==> config.mk <==
export PLATFORM = sky130hd
export DESIGN_NAME = rv32_lsu_bus
export DESIGN_NICKNAME = d
export VERILOG_FILES = /design/src/rtl/rv32_lsu_bus.sv
export SDC_FILE = /design/constraint.sdc
export NUM_CORES = 1
export LEC_CHECK = 0
export ABC_AREA = 1
export CORE_MARGIN = 2
export CORE_UTILIZATION = 30
export DETAILED_ROUTE_END_ITERATION = 12
export SLEW_MARGIN = 20
export SYNTH_ARGS = -nofsm -noshare
export SYNTH_HDL_FRONTEND = slang
export SYNTH_SLANG_ARGS = --single-unit
export TNS_END_PERCENT = 1
==> constraint.sdc <==
create_clock -name clk -period 1.7 [get_ports clk]
set_input_delay 0.34 -clock clk [delete_from_list [all_inputs] [get_ports clk]]
set_output_delay 0.34 -clock clk [all_outputs]
set_load 0.005 [all_outputs]
==> src/rtl/rv32_lsu_bus.sv <==
// Load/store unit bridging the RV32I MEM stage to NSLV memory-mapped slaves.
// One request in flight: region decode on addr[31:28], per-slave ack, timeout guard.
module rv32_lsu_bus #(
    parameter int unsigned NSLV    = 4,
    parameter int unsigned TIMEOUT = 255,
    parameter int unsigned CNT_W   = 16
) (
    input  logic               clk,
    input  logic               rst,
    input  logic               req_valid,
    output logic               req_ready,
    input  logic               req_we,
    input  logic [2:0]         req_funct3,
    input  logic [31:0]        req_addr,
    input  logic [31:0]        req_wdata,
    output logic               rsp_valid,
    output logic [31:0]        rsp_rdata,
    output logic [1:0]         rsp_err,
    output logic [NSLV-1:0]    bus_sel,
    output logic [31:0]        bus_addr,
    output logic [31:0]        bus_wdata,
    output logic [3:0]         bus_wstrb,
    output logic               bus_we,
    output logic               bus_re,
    input  logic [NSLV-1:0]    bus_ack,
    input  logic [NSLV*32-1:0] bus_rdata
);

    typedef enum logic [1:0] {S_IDLE, S_ACCESS, S_RESP} state_t;

    localparam logic [1:0] ERR_OK      = 2'b00;
    localparam logic [1:0] ERR_ALIGN   = 2'b01;
    localparam logic [1:0] ERR_DECODE  = 2'b10;
    localparam logic [1:0] ERR_TIMEOUT = 2'b11;

    state_t            state_q, state_d;
    logic [CNT_W-1:0]  cnt_q, cnt_d;
    logic              we_q, we_d;
    logic [2:0]        f3_q, f3_d;
    logic [1:0]        alo_q, alo_d;
    logic [NSLV-1:0]   sel_q, sel_d;
    logic [31:0]       baddr_q, baddr_d;
    logic [31:0]       bwdata_q, bwdata_d;
    logic [3:0]        wstrb_q, wstrb_d;
    logic              bwe_q, bwe_d;
    logic              bre_q, bre_d;
    logic              rvalid_q, rvalid_d;
    logic [31:0]       rdata_q, rdata_d;
    logic [1:0]        rerr_q, rerr_d;

    logic              req_misalign, req_illegal, req_nodev;
    logic [3:0]        req_strb;
    logic              sel_ack;
    logic [31:0]       sel_rdata, lane, load_data;
    logic              release_bus;

    // Request classification, evaluated combinationally while IDLE.
    always_comb begin
        req_misalign = (req_funct3[1:0] == 2'b01 && req_addr[0]) ||
                       (req_funct3[1:0] == 2'b10 && req_addr[1:0] != 2'b00);
        req_illegal  = req_we ? (req_funct3 >= 3'd3)
                              : (req_funct3 == 3'd3 || req_funct3 == 3'd6 || req_funct3 == 3'd7);
        req_nodev    = ({28'd0, req_addr[31:28]} >= NSLV);
        case (req_funct3[1:0])
            2'b00:   req_strb = 4'b0001 << req_addr[1:0];
            2'b01:   req_strb = req_addr[1] ? 4'b1100 : 4'b0011;
            default: req_strb = 4'b1111;
        endcase
    end

    always_comb begin
        sel_rdata = '0;
        for (int unsigned i = 0; i < NSLV; i++) begin
            if (sel_q[i]) sel_rdata = bus_rdata[32*i +: 32];
        end
        sel_ack = |(bus_ack & sel_q);
        lane    = sel_rdata >> {alo_q, 3'b000};
        case (f3_q)
            3'd0:    load_data = {{24{lane[7]}}, lane[7:0]};
            3'd1:    load_data = {{16{lane[15]}}, lane[15:0]};
            3'd4:    load_data = {24'd0, lane[7:0]};
            3'd5:    load_data = {16'd0, lane[15:0]};
            default: load_data = lane;
        endcase
    end

    always_comb begin
        state_d     = state_q;
        cnt_d       = cnt_q;
        we_d        = we_q;
        f3_d        = f3_q;
        alo_d       = alo_q;
        sel_d       = sel_q;
        baddr_d     = baddr_q;
        bwdata_d    = bwdata_q;
        wstrb_d     = wstrb_q;
        bwe_d       = bwe_q;
        bre_d       = bre_q;
        rvalid_d    = 1'b0;
        rdata_d     = '0;
        rerr_d      = ERR_OK;
        release_bus = 1'b0;
        case (state_q)
            S_IDLE: begin
                if (req_valid) begin
                    we_d  = req_we;
                    f3_d  = req_funct3;
                    alo_d = req_addr[1:0];
                    if (req_misalign || req_illegal) begin
                        state_d  = S_RESP;
                        rvalid_d = 1'b1;
                        rerr_d   = ERR_ALIGN;
                    end else if (req_nodev) begin
                        state_d  = S_RESP;
                        rvalid_d = 1'b1;
                        rerr_d   = ERR_DECODE;
                    end else begin
                        state_d  = S_ACCESS;
                        cnt_d    = '0;
                        sel_d    = NSLV'(1) << req_addr[31:28];
                        baddr_d  = {4'h0, req_addr[27:0]};
                        bwdata_d = req_wdata << {req_addr[1:0], 3'b000};
                        wstrb_d  = req_we ? req_strb : 4'b0000;
                        bwe_d    = req_we;
                        bre_d    = !req_we;
                    end
                end
            end
            S_ACCESS: begin
                // Ack wins over a timeout firing in the same cycle.
                if (sel_ack) begin
                    state_d     = S_RESP;
                    rvalid_d    = 1'b1;
                    rdata_d     = we_q ? '0 : load_data;
                    rerr_d      = ERR_OK;
                    release_bus = 1'b1;
                end else if (cnt_q == CNT_W'(TIMEOUT - 1)) begin
                    state_d     = S_RESP;
                    rvalid_d    = 1'b1;
                    rerr_d      = ERR_TIMEOUT;
                    release_bus = 1'b1;
                end else begin
                    cnt_d = cnt_q + CNT_W'(1);
                end
            end
            S_RESP:  state_d = S_IDLE;
            default: state_d = S_IDLE;
        endcase
        if (release_bus) begin
            sel_d    = '0;
            baddr_d  = '0;
            bwdata_d = '0;
            wstrb_d  = '0;
            bwe_d    = 1'b0;
            bre_d    = 1'b0;
        end
    end

    always_ff @(posedge clk) begin
        if (!rst) begin
            state_q  <= S_IDLE;
            cnt_q    <= '0;
            we_q     <= 1'b0;
            f3_q     <= '0;
            alo_q    <= '0;
            sel_q    <= '0;
            baddr_q  <= '0;
            bwdata_q <= '0;
            wstrb_q  <= '0;
            bwe_q    <= 1'b0;
            bre_q    <= 1'b0;
            rvalid_q <= 1'b0;
            rdata_q  <= '0;
            rerr_q   <= '0;
        end else begin
            state_q  <= state_d;
            cnt_q    <= cnt_d;
            we_q     <= we_d;
            f3_q     <= f3_d;
            alo_q    <= alo_d;
            sel_q    <= sel_d;
            baddr_q  <= baddr_d;
            bwdata_q <= bwdata_d;
            wstrb_q  <= wstrb_d;
            bwe_q    <= bwe_d;
            bre_q    <= bre_d;
            rvalid_q <= rvalid_d;
            rdata_q  <= rdata_d;
            rerr_q   <= rerr_d;
        end
    end

    assign req_ready = (state_q == S_IDLE);
    assign rsp_valid = rvalid_q;
    assign rsp_rdata = rdata_q;
    assign rsp_err   = rerr_q;
    assign bus_sel   = sel_q;
    assign bus_addr  = baddr_q;
    assign bus_wdata = bwdata_q;
    assign bus_wstrb = wstrb_q;
    assign bus_we    = bwe_q;
    assign bus_re    = bre_q;

endmodule
# Word-level counts from Yosys, hierarchy flattened
# Cells that the tools add are included.
# op_classes
reduce_logical	19
n_mux	34
add_sub_neg	1
shift	4
order_cmp	2
n_eq_ne	16
bitwise_logic	6
# ops
operator	n
$mux W32	4
$pmux W32 S4	1
$mux W16	5
$pmux W16 S2	1
$shl A32 B5 Y32	1
$shr A32 B5 Y32	1
$mux W2	10
$add A16 B1 Y16 const B	1
$eq A16 B8 Y1 const B	1
$eq A3 B3 Y1 const B	4
$ne A2 B2 Y1 const B	5
$mux W4	2
$pmux W2 S2	2
$pmux W4 S2	1
$reduce_or A4 Y1	2
$mux W1	7
$reduce_and A6 Y1	1
$not A1 Y1	5
$and A4 B4 Y4	1
$eq A2 B1 Y1 const B	2
$ge A4 B3 Y1 const B	1
$logic_not A2 Y1	2
$logic_or A1 B1 Y1	4
$reduce_and A2 Y1	2
other kinds (14)	16
# word_totals
output_inout_bits	110
reg_bits	129

# Depth between registers and ports, before layout
# Gate-level depths: netlist of the first run.
# depth
word_depth	8
depth_mapped	13
depth_no_buf	12

# Worst setup path after synthesis of the first run
# OpenSTA, ideal clock, no wires.
# synth_path
path_kind	reg-to-reg
from	reg cnt_q[0]
to	reg bre_q (netlist: bus_re)
path_slack_ns	0.177
period_less_slack_ns	1.523
arrival_time_ns	1.408
path_stages_with_launch	10
setup_ns	0.115
n_path_buf	1
cell_sequence	dfxtp_1 -> inv_1 -> ha_1 -> nand2_1 -> nor2_1 -> nand4_1 -> and2_4 -> o21ai_4 -> buf_6 -> nor3b_1
# synth_via
elab_chain_cells	5
# synth_rtl
item	line_no	rtl
start: declaration	37	logic [CNT_W-1:0] cnt_q, cnt_d;
start signal: assignment	177	cnt_q <= cnt_d;
$eq A16 B8 Y1	137	end else if (cnt_q == CNT_W'(TIMEOUT - 1)) begin
$mux W1	137	
$mux W1	131	if (sel_ack) begin
$mux W1	103	case (state_q)
$reduce_or A2 Y1 (no source line)	n/a	
end signal: assignment	186	bre_q <= bre_d;
end: declaration	46	logic bre_q, bre_d;
# Every way passes these cells.
# A chain may end at the register's enable or synchronous reset.

# Worst setup path in the final report of the first run
# layout_path
from	reg cnt_q[0]
to	reg wstrb_q[1] (netlist: bus_wstrb[1])
# layout_via
elab_chain_cells	5
# layout_rtl
item	line_no	rtl
$eq A16 B8 Y1	137	
$mux W1	137	
$mux W1	131	
$mux W1	103	
$reduce_or A2 Y1 (no source line)	n/a	
end signal: assignment	184	wstrb_q <= wstrb_d;
end: declaration	44	logic [3:0] wstrb_q, wstrb_d;
# Every way passes these cells.

==> run summary, run 1 <==
The critical path goes through inv_2 > ha_1 > nand2_1 > nor2_1 > nand4_1 > and2_4 > o21ai_4 > buf_12 > clkbuf_16 > a21oi_1. The worst register-to-register path has a setup slack of 0.02 ns. The effective utilization at floorplan is 30.5%.

The share of the yosys chip area belonging to registers came out at 36.1%. The instance area after placement is 11200 µm². In the finished design, the share of the clock period the worst path needs comes to 99.1%. Setup violations remaining at the end of the flow were counted as 0. The clock transition at the registers of the reported paths is approximately 0.06 ns.

The half-perimeter wire length of the detailed placement result is 22.8 mm. The floorplan die width came out at 158 µm. The pin slew with the least headroom to its limit is 0.700 ns.

In this run, the number of DRC markers left after iteration 0 of detailed routing was 521. Once layout is complete, the utilization of the core stands at slightly above 50%. The number of distinct standard cells referenced by the synthesized netlist is 37. In the final routed layout, each cell accounts on average for about 17 µm.

The sum of routed wire length over all layers came out at ~30 mm. The clock arrives with 0.0158 ns of skew. The insertion delay to the later sink of the worst-skew pair is 0.42 ns. TritonCTS created 17 clock buffers. The detail route stage leaves a number of antenna-violating nets equal to 0. Setup repair after global routing could not meet its margin everywhere. Compared with the post-synthesis result, the final layout area differs by 69.5%. The number of global-route vias before repair was between 8000 and 9000.

The number of antenna violations at the first check in global routing is 0. The synthesized netlist occupies a cell area of between 7000 and 8000 µm². In this run the count of I/O pins placed on the die edge is 313. The number of buffers added on ports is between 300 and 400. The clock root buffer is sky130_fd_sc_hd__clkbuf_16. The share of flip-flops with an asynchronous set or reset came out at 0%. The minimum hold slack is 0.457 ns. The floorplan has between 50 and 60 rows. Static timing analysis puts the maximum clock frequency at a little under 600 MHz. Dividing the detail-routed via count by the number of cells gives between 4 and 5. The number of endpoints with negative hold slack in the final report came out at 0.

The path with the worst hold slack has its endpoint at bus_wdata[18]. The count of non-filler cells in the finished layout is 1819. The depth of the most critical reg-to-reg path came out at 10.

The post-layout worst setup margin came out at 0.0159 ns. The compound-cell area share of the yosys netlist is 16.2%. The overall routing resource usage came out at 22.8%. The run finished with clean final reports. Summing over every cut layer, the via total after detailed routing is between 8000 and 9000. The arrival time reported for the critical path endpoint came out at 1.99 ns. In this run the critical register-to-register path is launched from cnt_q[0].

The capture instance of the worst register-to-register path is bus_wstrb[1]. The mean instance size in the synthesized netlist came out at 6.43 µm². The floorplan die area is approximately 25000 µm². The DRC violation count after routing came out at 0. The count of placed standard cells including taps came out at about 1800.

The global-route wire length before repair is 44.0 mm. The critical path required time came out at ~2.0 ns. Power comes to 8.20 mW. The clock tree from TritonCTS is yes. Tracing the worst setup path back leads to its startpoint at cnt_q[0]. The worst path needs 1.68 ns of the cycle, external delays included. The standby leakage power came out at slightly below 5 nW.

The fraction of synthesized area in multiplexers is 0.840%. The peak per-stage delay on the critical path came out at roughly 0.32 ns. The region available for standard cell placement spans around 23000 µm².

The setup slack at placement is -0.426 ns. The H-tree was split into 4 levels. For this run, the post-layout net count is 1693. The count of max-cap constraint violations is 0. Counting instances, the worst hold path has a depth of 2.

The clock passes through at most 2 buffers. The buffering stage count on the worst path with inverters included came out at 3. In the final timing run, aggregate negative setup slack is 0 ns. The slowest stage cell on the critical path is sky130_fd_sc_hd__dfxtp_2.

Among cell families on the critical path, the largest total delay comes from simple AND/OR/NAND/NOR gates. The number of detailed-route iterations in the first pass is 4. STA classifies the critical path endpoint as a flop. STA classifies the critical path startpoint as a flop. After synthesis, the largest family of logic cells by area is simple AND/OR/NAND/NOR gates. The CTS sink count is approximately 130. Of the total synthesized cell area, the portion taken by XOR and XNOR cells is 0.613%. The die is 158 µm tall. The final-report max-slew violation count is 0.

During synthesis, Yosys emitted a total of 0 warnings. After Yosys synthesis, full adders, half adders and majority gates account for 0.350% of the synthesized area. The final design area excluding fillers is 12100 µm². The total power per unit cell area is slightly below 700 nW/µm². The largest net degree at the start of global routing is between 40 and 50. The layout filler cell count came out at between 2000 and 2500.

The critical path in this run is classified as flop to flop. Of the total synthesized cell area, the portion taken by AND, OR, NAND and NOR gates is 36.2%. The register bit total from synthesis came out at 129. Synthesis produced 1112 cells.

The congestion estimate from routability-driven global placement came to between 0.8 and 0.9. The worst-case IR drop observed on VDD is roughly 0.0007 V. Along the worst path, the maximum fanout reaches 11. The type of the worst min-delay path is flop to flop.

The antenna diode instance count is 0. For this run the aggregate overflow at the end of global routing stands at 0. The relative slew slack is 53.3%. The most instantiated flip-flop cell in the synthesis netlist is sky130_fd_sc_hd__dfxtp_1. The number of synthesized flops with an enable pin came out at 0.

Cells with a size suffix above 1 make up 15.2% of the layout. In this run the most critical hold path is launched from bus_wdata[18].
[metal layers]
metal / vias to the layer above / track usage, % / wire length, µm
met5: - / 0 / 0
met4: 0 / 9.05 / 808
met3: 40 / 7.84 / 3050
met2: 363 / 40.3 / 14500
met1: 3908 / 25.1 / 11700
li1: 4385 / - / -
[worst reg2reg max path: stages (launching register included)]
cell	delay, ns
sky130_fd_sc_hd__dfxtp_2	0.32
sky130_fd_sc_hd__inv_2	0.05
sky130_fd_sc_hd__ha_1	0.14
sky130_fd_sc_hd__nand2_1	0.05
sky130_fd_sc_hd__nor2_1	0.10
sky130_fd_sc_hd__nand4_1	0.14
sky130_fd_sc_hd__and2_4	0.22
sky130_fd_sc_hd__o21ai_4	0.16
sky130_fd_sc_hd__buf_12	0.16
sky130_fd_sc_hd__clkbuf_16	0.18
sky130_fd_sc_hd__a21oi_1	0.05
[registers in the layout, summed over array words and instances, names as in the netlist, 3 cells and up]
signal	cells
cnt_q	16
bus_addr	28
f3_q	3
bus_wstrb	4
bus_wdata	32
rsp_rdata	32
bus_sel	4
[area by class of cell]
cell class              count  area [µm²]  share of cell area, %
clock buffers              18         429                   3.54
clock inverters            13         140                   1.16
inverters                  62         235                   1.94
well taps                 319         399                   3.29
flip-flops and latches    129        2590                   21.4
multi-input cells         847        4040                   33.4
repair buffers            431        4270                   35.3
[how the worst max path moves through the flow]
stage | endpoint | cells after the start | slack [ns]
6_report | bus_wstrb[1] | 10 | 0.02
3_3_place_gp | bus_sel[0] | 10 | -0.36
4_1_cts | bus_re | 9 | -0.002
3_5_place_dp | bus_addr[14] | 10 | -0.43
5_1_grt | bus_wdata[10] | 10 | -0.09
2_1_floorplan | bus_re | 9 | 0.18
[report_power, final]
part	leakage, nW	switching, mW	total [mW]	internal [mW]
combinational	3.66	0.690	1.51	0.822
sequential	1.05	0.0303	3.10	3.07
clock	0.268	1.44	3.59	2.15
total	4.97	2.16	8.20	6.04
[logic make-up after synthesis]
kind of cell,Yosys count
other cells,1
fa+ha+maj,2
simple gates,612
buf+inv,139
flops,129
compound gates,218
mux,6
xor+xnor,5
[what timing repair did]
item                       4_1_cts  5_1_grt
gates cloned                     0        4
setup buffers                    2        2
pin swaps                        1       11
resized for setup               16       59
hold buffers                     0        0
setup endpoints to repair       40      122
[synth_stat cells, drive strengths merged, types with 6 or more instances]
cell    count  share of area (%)
buf        52                5.0
a22oi       8               0.84
or2        14                1.2
dfxtp     129                 36
mux2i       6               0.84
nor3        7               0.49
nand3     105                7.6
o21ai      54                3.9
a21oi     143                 10
nand4      16                1.4
nand2     380                 20
inv        59                3.1
o211ai     11                1.2
nor2       83                4.5
clkbuf     25                1.3
[layout by cell type (no fill, tap or decap), types with 13 or more instances in the layout]
| master | n |
|---|---|
| sky130_fd_sc_hd__nand2_1 | 359 |
| sky130_fd_sc_hd__clkdlybuf4s50_1 | 300 |
| sky130_fd_sc_hd__inv_1 | 51 |
| sky130_fd_sc_hd__a21oi_1 | 137 |
| sky130_fd_sc_hd__clkbuf_16 | 20 |
| sky130_fd_sc_hd__dfxtp_1 | 121 |
| sky130_fd_sc_hd__o21ai_0 | 50 |
| sky130_fd_sc_hd__nor2_1 | 76 |
| sky130_fd_sc_hd__nand4_1 | 16 |
| sky130_fd_sc_hd__nand3_1 | 98 |
| sky130_fd_sc_hd__nand2_2 | 21 |
| sky130_fd_sc_hd__buf_4 | 99 |
| sky130_fd_sc_hd__buf_12 | 13 |
Power figures use the tool's default switching activity.
==> inputs of run 2 (changes only) <==
--- a/config.mk
+++ b/config.mk
@@ -7,8 +7,9 @@
 export LEC_CHECK = 0
 export ABC_AREA = 1
 export CORE_MARGIN = 2
-export CORE_UTILIZATION = 30
+export CORE_UTILIZATION = 43
 export DETAILED_ROUTE_END_ITERATION = 12
+export PLACE_DENSITY = 0.82
 export SLEW_MARGIN = 20
 export SYNTH_ARGS = -nofsm -noshare
 export SYNTH_HDL_FRONTEND = slang
==> run summary, run 2 (synthesis gave the netlist of run 1 again) <==
The flow ran to the end, but the final reports show violations. The final reports fail on setup timing. The slowest stage cell on the critical path is sky130_fd_sc_hd__dfxtp_2. Headroom to the max-slew limit came out at 52.5%. The largest net degree at the start of global routing is 41.

The depth of the most critical reg-to-reg path came out at 11. The number of antenna violations at the first check in global routing was 0. The final RePlAce weighted congestion came out at 0.946.

The floorplan die area came out at approximately 18000 µm². The logic gate share of total power is 17.9%. The switching power of the nets came out at 2.21 mW.

The insertion delay to the later sink of the worst-skew pair is 0.43 ns. Clock-pin slew was measured on the worst setup and hold paths at 0.06 ns. The final layout contains routed wiring with a total length of 28.6 mm. Leaving out fill and tap cells, the most frequent cells in the layout are 359 x sky130_fd_sc_hd__nand2_1, 298 x sky130_fd_sc_hd__clkdlybuf4s50_1, 133 x sky130_fd_sc_hd__a21oi_1.

The layout-stage area growth over the synthesis result came out at 65.0%. The design draws 8.24 mW. Dividing the final minimum period by the clock period gives 101%. The critical path required time came out at 2.03 ns. The count of antenna-violating nets left after detailed routing is 0.

The floorplan die width came out at roughly 130 µm. The number of endpoints with negative hold slack in the final report came out at 0. The final worst clock skew is 0.0126 ns. The peak per-stage delay on the critical path came out at 0.33 ns. The total global routing overflow is 0.

The tool flagged a number of max-cap violations equal to 0. The layout filler cell count came out at 1347. The worst setup path is launched from a flop. The clock tree from TritonCTS is yes. The setup slack at placement came out at -0.367 ns. The arrival time reported for the critical path endpoint is between 2 and 2.5 ns. The proportion of power drawn by the clock network is between 40% and 50%.

The minimum hold slack came out at around 0.43 ns. The clock passes through at most 2 buffers. The standby leakage power came out at 4.90 nW. Registers are responsible for a little under two fifths of the overall power. The type of the worst setup path is flop to flop. Before antenna repair, the detailed router went through 7 iterations.

The largest driver fanout on the critical path came out at 19. From bottom edge to top edge, the die measures 133 µm. The number of global-route vias before repair came to 8692. The number of antenna diodes in the final layout is 0. The area of the core region came out at roughly 16000 µm². The post-layout worst setup margin is -0.0100 ns.

The row count came out at between 40 and 50. The worst hold path cell count is 4. The net total in the final layout came out at 1670. The share of cells above drive strength 1 came out at 14.2%.

The routed via count divided by cell count came out at 5.24. Leaving out fill and tap cells, the most frequent cell in the layout is sky130_fd_sc_hd__nand2_1. The overall via count from detail_route came out at 8899.

The number of buffers added on ports is 308. Setup repair after global routing could not meet its margin everywhere. The min-delay analysis places its worst path in the category input port to flop. The total power per unit cell area is 699 nW/µm². The post-route minimum period came out at approximately 1.7 ns.

After legalization and detailed placement, the total HPWL measured ~21 mm. Dividing the detail-routed wire length by the instance count gives 16.8 µm. Traced cell by cell, the critical path runs through buf_4 > buf_4 > a21oi_1 > nand2_1 > o21ai_0 > nand2_1 > o211ai_1 > nand3_2 > nand2_2 > nor2_4 > buf_4. The pin slew with the least headroom to its limit is 0.712 ns. The design internal power is 6.04 mW. The effective utilization at floorplan is 43.6%. The CTS sink count came out at 129. The final-report max-slew violation count is 0.

The peak ir drop on the vdd network came out at 0.000666 V. The most numerous cell type found on the critical path is sky130_fd_sc_hd__buf_4. The first global-routing pass estimated 43.9 mm of wire. The switching power share of the total came out at a little over a quarter. The initial DRC count came out at 658. The top-level port count is 313. The tree is rooted in a sky130_fd_sc_hd__clkbuf_16. In this run, CTS created clock tree buffers numbering 17. Setup violations remaining at the end of the flow were counted as 1. The overall routing resource usage came out at 31.4%. The total number of H-tree levels came out at 4.

The DRC violation count after routing came out at 0. The endpoint kind of the worst setup timing path is a flop. The timing-limited maximum frequency came out at 585 MHz.
[run 2: cell type report]
cell class | count | area, µm² | share of cell area, %
clock buffer | 17 | 425 | 3.61
clock inverter | 14 | 156 | 1.33
inverter | 62 | 235 | 1.99
multi-input combinational | 847 | 4030 | 34.2
sequential | 129 | 2590 | 22.0
tap | 220 | 275 | 2.33
timing repair buffer | 408 | 4070 | 34.5
[run 2: routing by layer]
metal  global-route usage, %  vias up  part of all wire, %
li1                        -     4343                    -
met1                    32.7     4045                   37
met2                    57.1      427                   50
met3                    8.54       84                  8.7
met4                    17.0        0                  4.6
met5                       0        -                    0
[run 2: worst max-delay path, delay by kind of cell (launching register included)]
kind	cells	cell delay [ns]
AOI/OAI and AO/OA	3	0.38
buffers and inverters	3	0.49
DFF	1	0.33
and+or+nand+nor	5	0.39
[run 2: worst paths after layout]
kind | from | endpoint | slack, ns
worst max-delay path | bus_sel[2] | rsp_rdata[6] | -0.01
worst min-delay path | req_addr[0] | alo_q[0] | 0.43
worst max register to register | bus_sel[2] | rsp_rdata[6] | -0.01
worst min register to register | bus_wstrb[0] | bus_wstrb[0] | 0.46
[run 2: power groups by stage]
stage / combinational, mW / clock, mW / sequential, mW
2_1_floorplan: 0.572 / 0 / 3.16
3_3_place_gp: 1.39 / 0 / 3.16
3_5_place_dp: 1.40 / 0 / 3.16
4_1_cts: 1.41 / 3.71 / 3.10
5_1_grt: 1.59 / 3.84 / 3.10
6_report: 1.48 / 3.67 / 3.10
[run 2: through the flow]
stage               TNS (ns)  area, µm²  std cells  utilization [%]
floorplan                  0       7160       1115                -
global placement      -22.81      11000       1663             67.0
detailed placement    -29.01      11000       1663             67.0
CTS                  -0.0977      11600       1694             70.8
global route          -0.755      11800       1697             71.9
finish               -0.0100      11800       1697             71.9
[run 2: what timing repair did]
action                     CTS  global route
setup endpoints to repair   27           116
gates resized for setup     21            48
gates cloned                 0             1
hold buffers                 0             0
setup buffers                0             2
pin swaps                    0            10
